<file path="src/rtl/dds_pkg.sv">
`default_nettype none
// ============================================================================
// dds_pkg : shared opcodes, FSM encoding and strobe-path constants
// Rev 1.0
// ============================================================================
package dds_pkg;

   localparam logic [1:0] OP_TUNE   = 2'b00;
   localparam logic [1:0] OP_SEL    = 2'b01;
   localparam logic [1:0] OP_MODE   = 2'b10;
   localparam logic [1:0] OP_COMMIT = 2'b11;

   typedef enum logic [1:0] {
      CMD  = 2'b00,
      HI   = 2'b01,
      LO   = 2'b10,
      WAIT = 2'b11
   } state_e;

   localparam int SYNC_STAGES = 2;

endpackage
`default_nettype wire

</file>
<file path="src/rtl/strb_sync.sv">
`default_nettype none
// ============================================================================
// strb_sync : pin-strobe synchronizer with rising-edge detector -> pulse_o
// Rev 1.0
// ============================================================================
module strb_sync
   import dds_pkg::*;
#(
   parameter int STAGES = SYNC_STAGES
) (
   input  logic clk,
   input  logic rst_n,
   input  logic strb_i,
   output logic pulse_o
);

   logic [STAGES-1:0] sync_q;
   logic [STAGES-1:0] fill_q;
   logic              last_q;
   logic              armed_q;

   // Edges are only honoured once the synchronized strobe has been seen low
   // after reset, so a strobe held high through reset release is ignored.
   always_ff @(posedge clk or negedge rst_n) begin
      if (!rst_n) begin
         sync_q  <= '0;
         fill_q  <= '0;
         last_q  <= 1'b0;
         armed_q <= 1'b0;
      end else begin
         sync_q  <= {sync_q[STAGES-2:0], strb_i};
         fill_q  <= {fill_q[STAGES-2:0], 1'b1};
         last_q  <= sync_q[STAGES-1];
         armed_q <= armed_q | (fill_q[STAGES-1] & ~sync_q[STAGES-1]);
      end
   end

   assign pulse_o = armed_q & sync_q[STAGES-1] & ~last_q;

endmodule
`default_nettype wire

</file>
<file path="src/rtl/dds_voice_sequencer.sv">
`default_nettype none
// ============================================================================
// dds_voice_sequencer : byte-serial shadow-register loader for two DDS voices
// Rev 1.0
// ============================================================================
module dds_voice_sequencer
   import dds_pkg::*;
#(
   parameter int TUNE_W = 16,
   parameter int SEL_W  = 3
) (
   input  logic              clk,
   input  logic              rst_n,
   input  logic              wr_strb,
   input  logic [7:0]        wr_data,
   input  logic              tick,
   output logic [TUNE_W-1:0] tuning0,
   output logic [TUNE_W-1:0] tuning1,
   output logic [SEL_W-1:0]  sel0,
   output logic [SEL_W-1:0]  sel1,
   output logic              psel,
   output logic              osel,
   output logic              busy,
   output logic              err
);

   logic byte_v;

   strb_sync #(
      .STAGES (SYNC_STAGES)
   ) u_strb_sync (
      .clk     (clk),
      .rst_n   (rst_n),
      .strb_i  (wr_strb),
      .pulse_o (byte_v)
   );

   state_e            state_q, state_d;
   logic [7:0]        hi_q, hi_d;
   logic              voice_q, voice_d;
   logic [TUNE_W-1:0] sh_tune0_q, sh_tune0_d;
   logic [TUNE_W-1:0] sh_tune1_q, sh_tune1_d;
   logic [SEL_W-1:0]  sh_sel0_q, sh_sel0_d;
   logic [SEL_W-1:0]  sh_sel1_q, sh_sel1_d;
   logic              sh_psel_q, sh_psel_d;
   logic              sh_osel_q, sh_osel_d;
   logic              err_q, err_d;
   logic              commit;

   logic [TUNE_W-1:0] act_tune0_q, act_tune1_q;
   logic [SEL_W-1:0]  act_sel0_q, act_sel1_q;
   logic              act_psel_q, act_osel_q;

   logic [1:0]        opcode;
   logic [15:0]       full_word;
   logic [TUNE_W-1:0] tune_word;

   assign opcode    = wr_data[7:6];
   assign full_word = {hi_q, wr_data};
   assign tune_word = full_word[TUNE_W-1:0];

   always_comb begin
      state_d    = state_q;
      hi_d       = hi_q;
      voice_d    = voice_q;
      sh_tune0_d = sh_tune0_q;
      sh_tune1_d = sh_tune1_q;
      sh_sel0_d  = sh_sel0_q;
      sh_sel1_d  = sh_sel1_q;
      sh_psel_d  = sh_psel_q;
      sh_osel_d  = sh_osel_q;
      err_d      = err_q;
      commit     = 1'b0;

      case (state_q)
         CMD: begin
            if (byte_v) begin
               case (opcode)
                  OP_TUNE: begin
                     voice_d = wr_data[5];
                     state_d = HI;
                  end
                  OP_SEL: begin
                     if (wr_data[5]) sh_sel1_d = wr_data[SEL_W-1:0];
                     else            sh_sel0_d = wr_data[SEL_W-1:0];
                  end
                  OP_MODE: begin
                     sh_psel_d = wr_data[1];
                     sh_osel_d = wr_data[0];
                  end
                  default: state_d = WAIT;
               endcase
            end
         end
         HI: begin
            if (byte_v) begin
               hi_d    = wr_data;
               state_d = LO;
            end
         end
         LO: begin
            if (byte_v) begin
               if (voice_q) sh_tune1_d = tune_word;
               else         sh_tune0_d = tune_word;
               state_d = CMD;
            end
         end
         WAIT: begin
            // A byte arriving with the tick still flags the error.
            if (tick) begin
               commit  = 1'b1;
               err_d   = 1'b0;
               state_d = CMD;
            end
            if (byte_v) err_d = 1'b1;
         end
         default: state_d = CMD;
      endcase
   end

   always_ff @(posedge clk or negedge rst_n) begin
      if (!rst_n) begin
         state_q    <= CMD;
         hi_q       <= '0;
         voice_q    <= 1'b0;
         sh_tune0_q <= '0;
         sh_tune1_q <= '0;
         sh_sel0_q  <= '0;
         sh_sel1_q  <= '0;
         sh_psel_q  <= 1'b0;
         sh_osel_q  <= 1'b0;
         err_q      <= 1'b0;
      end else begin
         state_q    <= state_d;
         hi_q       <= hi_d;
         voice_q    <= voice_d;
         sh_tune0_q <= sh_tune0_d;
         sh_tune1_q <= sh_tune1_d;
         sh_sel0_q  <= sh_sel0_d;
         sh_sel1_q  <= sh_sel1_d;
         sh_psel_q  <= sh_psel_d;
         sh_osel_q  <= sh_osel_d;
         err_q      <= err_d;
      end
   end

   always_ff @(posedge clk or negedge rst_n) begin
      if (!rst_n) begin
         act_tune0_q <= '0;
         act_tune1_q <= '0;
         act_sel0_q  <= '0;
         act_sel1_q  <= '0;
         act_psel_q  <= 1'b0;
         act_osel_q  <= 1'b0;
      end else if (commit) begin
         act_tune0_q <= sh_tune0_q;
         act_tune1_q <= sh_tune1_q;
         act_sel0_q  <= sh_sel0_q;
         act_sel1_q  <= sh_sel1_q;
         act_psel_q  <= sh_psel_q;
         act_osel_q  <= sh_osel_q;
      end
   end

   assign tuning0 = act_tune0_q;
   assign tuning1 = act_tune1_q;
   assign sel0    = act_sel0_q;
   assign sel1    = act_sel1_q;
   assign psel    = act_psel_q;
   assign osel    = act_osel_q;
   assign busy    = (state_q != CMD);
   assign err     = err_q;

endmodule
`default_nettype wire

</file>
<file path="config.mk">
export PLATFORM = sky130hd
export DESIGN_NAME = dds_voice_sequencer
export DESIGN_NICKNAME = d
export VERILOG_FILES = /design/src/rtl/dds_pkg.sv /design/src/rtl/strb_sync.sv /design/src/rtl/dds_voice_sequencer.sv
export SDC_FILE = /design/constraint.sdc
export NUM_CORES = 1
export LEC_CHECK = 0
export ABC_CLOCK_PERIOD_IN_PS = 2300
export CORE_ASPECT_RATIO = 1.2
export CORE_MARGIN = 2
export CORE_UTILIZATION = 54
export DETAILED_ROUTE_END_ITERATION = 10
export HOLD_SLACK_MARGIN = 0.15
export PLACE_DENSITY = 0.79
export SYNTH_ARGS = -nofsm -noshare
export SYNTH_HDL_FRONTEND = slang
export SYNTH_SLANG_ARGS = --single-unit
</file>
<file path="constraint.sdc">
create_clock -name clk -period 2.3 [get_ports clk]
set_input_delay 0.46 -clock clk [delete_from_list [all_inputs] [get_ports clk]]
set_output_delay 0.46 -clock clk [all_outputs]
set_load 0.02 [all_outputs]
</file>
==> results of run 1 <==
worst max path at each step:
stage | depth (start not counted) | end | slack (ns) | from
floorplan | 6 | sh_tune1_q[10] | 0.71 | u_strb_sync.last_q
global placement | 5 | sh_psel_q | 0.43 | wr_data[6]
detailed placement | 5 | sh_osel_q | 0.38 | wr_data[6]
CTS | 3 | busy | 0.17 | state_q[1]
global route | 3 | busy | 0.12 | state_q[1]
finish | 3 | busy | 0.19 | state_q[1]
worst max-delay path, delay by kind of cell, from the launching register on:
family	cells	cell delay, ns
AND/OR/NAND/NOR	1	0.11
flip-flops	1	0.53
buffers and inverters	2	0.66
per-layer routing:
layer  up-vias  global-route usage [%]  wire length, um
li1        934                       -                -
met4         0                    5.93               79
met1      1053                    25.6             3100
met3         8                    4.45              199
met5         -                       0                0
met2        42                    31.0             3170
what timing repair did:
action,in CTS,in global routing
gates resized for setup,0,0
endpoints found under the hold margin,38,0
hold buffers,1,0
power groups by stage:
stage	clock [mW]	combinational (mW)	sequential [mW]
after floorplan	0	0.876	3.06
after global placement	0	1.96	2.83
after detailed placement	0	2.01	2.86
after CTS	1.15	2.02	2.83
after global routing	1.22	2.13	2.91
final	1.13	1.99	2.82
cell type report:
class | count | area [um2]
tap | 87 | 109
clock buffer | 13 | 159
multi-input combinational | 117 | 1240
timing repair buffer | 65 | 646
clock inverter | 3 | 46.3
sequential | 98 | 2450
inverter | 4 | 15.0
fill | 479 | 2150
kinds of logic after synthesis:
logic type	Yosys count	share of synthesized area, %
buf+inv	14	2.45
flops	98	64.9
other cells	1	0.0993
compound gates	6	1.19
simple gates	18	2.82
fa+ha+maj	3	0.994
mux	89	27.5
sequential cells by signal, summed over array words and instances (netlist names), 8 cells and up:
name,flops
tuning0,16
tuning1,16
sh_tune1_q,16
sh_tune0_q,16
hi_q,8
layout by cell type (no fill, tap or decap):
master,n
nor3_1,1
o311ai_0,1
mux2_2,79
dfrtp_1,98
nor2_1,3
nand3_1,2
and4b_1,1
bufinv_16,1
inv_1,4
clkinvlp_4,1
mux2_4,10
dlygate4sd3_1,1
clkdlybuf4s50_1,52
nand4_1,1
inv_6,1
a32o_1,1
clkbuf_1,2
buf_12,2
nand2b_1,1
o21ai_0,2
and3b_1,1
a21o_1,1
nand2_1,4
ha_1,3
o221ai_1,1
buf_4,10
nand3_2,2
clkbuf_8,11
nand4b_1,1
nor3_2,1
conb_1,1
stage by stage:
| step | total power [mW] | hold WS (ns) |
|---|---|---|
| after detailed placement | 4.86 | 0.339 |
| after CTS | 6.00 | 0.360 |
| after global routing | 6.26 | 0.361 |
| final | 5.94 | 0.356 |
| after floorplan | 3.94 | 0.164 |
| after global placement | 4.79 | 0.333 |
==> metrics.md, run 1 <==
| Metric | Value |
|---|---|
| Status | `complete, no violations` |
| Gpl congestion | `between 0.7 and 0.8` |
| Critical path class | `register to output port` |
| Worst Reg2Reg Path Length in Cells | `4` |
| # rows | `33` |
| Hold path startpoint | `u_strb_sync.fill_q[0]` |
| Final WL | `6550 um` |
| Non-filler cells, final | `between 300 and 400` |
| Area after DPL | `0.00445 mm2` |
| GRT Residual Overflow | `0` |
| Library cells used by synthesis | `26` |
| Vias | `about 2000` |
| Post-synth ARST share | `100%` |
| Number of post-CTS setup repair buffers | `0` |
| Final instance area | `~0.0047 mm2` |
| Achievable clock frequency | `about 470 MHz` |
| LEAKAGE | `2.17 nW` |
| Post-synth EDFFs | `0` |
| P_int | `approximately 4.1 mW` |
| Worst Path Arrival | `between 1.5 and 2 ns` |
| Sw Ratio | `30.4%` |
| Power Dens Cells | `~1300 mW/mm2` |
| Fin worst setup slack | `0.190 ns` |
| Fraction of layout cells with a size suffix above 1 | `approximately 39%` |
| Hpwl dp | `~4400 um` |
| Total track usage | `19.0%` |
| CTS tree | `yes` |
| Number of global-route vias before repair | `about 2100` |
| Antenna diodes | `0` |
| Area Overhead vs Synth | `23.5%` |
| CTS HTree Levels | `3` |
| Slew margin rel. | `between 60 and 70%` |
| Max-slew violations | `0` |
| Crit-path cells | `nor2_1 -> inv_1 -> clkdlybuf4s50_1` |
| Final design utilization | `between 60% and 70%` |
| Unrepaired setup endpoints after global routing | `false` |
| DP Worst Slack | `approximately 0.38 ns` |
| R2r startpoint | `u_strb_sync.last_q` |
| Die Wd | `roughly 80 um` |
| Gate power share | `between 30% and 40%` |
| Register area share after synthesis | `64.9%` |
| Startpoint types | `register` |
| Final hold vios | `0` |
| Initial DRC Count | `a little over 80` |
| Clock Power Share | `a little under a fifth` |
| Critical Path Max Stage Delay | `~0.59 ns` |
| Worst path required time | `around 1.8 ns` |
| Hold path endpoint | `u_strb_sync.fill_q[1]` |
| Top post-synthesis cells by area | `dfrtp_1, mux2_2, mux2_4` |
| R2r setup slk | `around 0.45 ns` |
| Die Y | `95.6 um` |
| Clock tree root buffer cell | `clkbuf_8` |
| Final net count | `just over 300` |
| Core area | `0.00681 mm2` |
| Clock slew at reported path FFs | `roughly 0.090 ns` |
| Global-route wire length before repair | `between 10000 and 15000 um` |
| Drt drc | `0` |
| Synth warn | `0` |
| Vias per cell | `between 5 and 6` |
| #FFs+latches synth | `approximately 100` |
| PortBufs | `53` |
| Top cell type by total area after synthesis | `dfrtp_1` |
| Worst Tran Pin Value | `a little over 0.5 ns` |
| Post-Place Cells | `370` |
| Fin Clk Skew | `0.00924 ns` |
| Syn Area/Cell | `about 16 um2` |
| Clock Path Buffers | `2` |
| Synthesized Nets | `around 240` |
| Tcrit/Tclk final | `91.7%` |
| Drt first pass iters | `4` |
| Wirelength per Cell | `16.9 um` |
| Sequential share of power | `a little under half` |
| Max FO, Critical Path | `10` |
| Worst Setup End Kind | `output port` |
| CP max-delay cell | `clkdlybuf4s50_1` |
| DIE AREA | `~0.0077 mm2` |
| Initial Util | `roughly 55%` |
| Most frequent cells after synthesis | `dfrtp_1, mux2_2, mux2_4` |
| Worst r2r dst | `sh_tune1_q[4]` |
| HP Class | `register to register` |
| Antenna violations before repair | `0` |
| Largest net degree at the start of global routing | `41` |
| Gate Count Post-Synth | `approximately 230` |
| Final setup TNS | `0 ns` |
| NetSw | `around 1.8 mW` |
| Number of setup violations in the final report | `0` |
| ANT nets after route | `0` |
| Maxcap violations | `0` |
| Synth top area share | `64.9%` |
| Ports | `54` |
| CTS buffer count | `9` |
| CTS sink cnt | `between 90 and 100` |
| Top-count cell post-synth | `dfrtp_1` |
| Worst skew pair latency | `0.35 ns` |
| WHS Path Cells | `0` |
| Post-layout min period | `about 2.1 ns` |
| Synth Flop Type | `dfrtp_1` |
| Max IR drop VDD | `approximately 720 uV` |
| Mapped Area | `around 0.0038 mm2` |
(Power assumes the default switching activity.)
==> inputs of run 2 (changes only) <==
--- a/config.mk
+++ b/config.mk
@@ -12,6 +12,7 @@
 export DETAILED_ROUTE_END_ITERATION = 10
 export HOLD_SLACK_MARGIN = 0.15
 export PLACE_DENSITY = 0.79
+export SLEW_MARGIN = 20
 export SYNTH_ARGS = -nofsm -noshare
 export SYNTH_HDL_FRONTEND = slang
 export SYNTH_SLANG_ARGS = --single-unit
==> results of run 2 <==
The final DEF is identical to that of run 1; final timing and power are the same.
==> inputs of run 3 (changes only) <==
--- a/config.mk
+++ b/config.mk
@@ -6,6 +6,7 @@
 export NUM_CORES = 1
 export LEC_CHECK = 0
 export ABC_CLOCK_PERIOD_IN_PS = 2300
+export CAP_MARGIN = 40
 export CORE_ASPECT_RATIO = 1.2
 export CORE_MARGIN = 2
 export CORE_UTILIZATION = 54
==> results of run 3 <==
The final DEF is identical to that of run 1; final timing and power are the same.
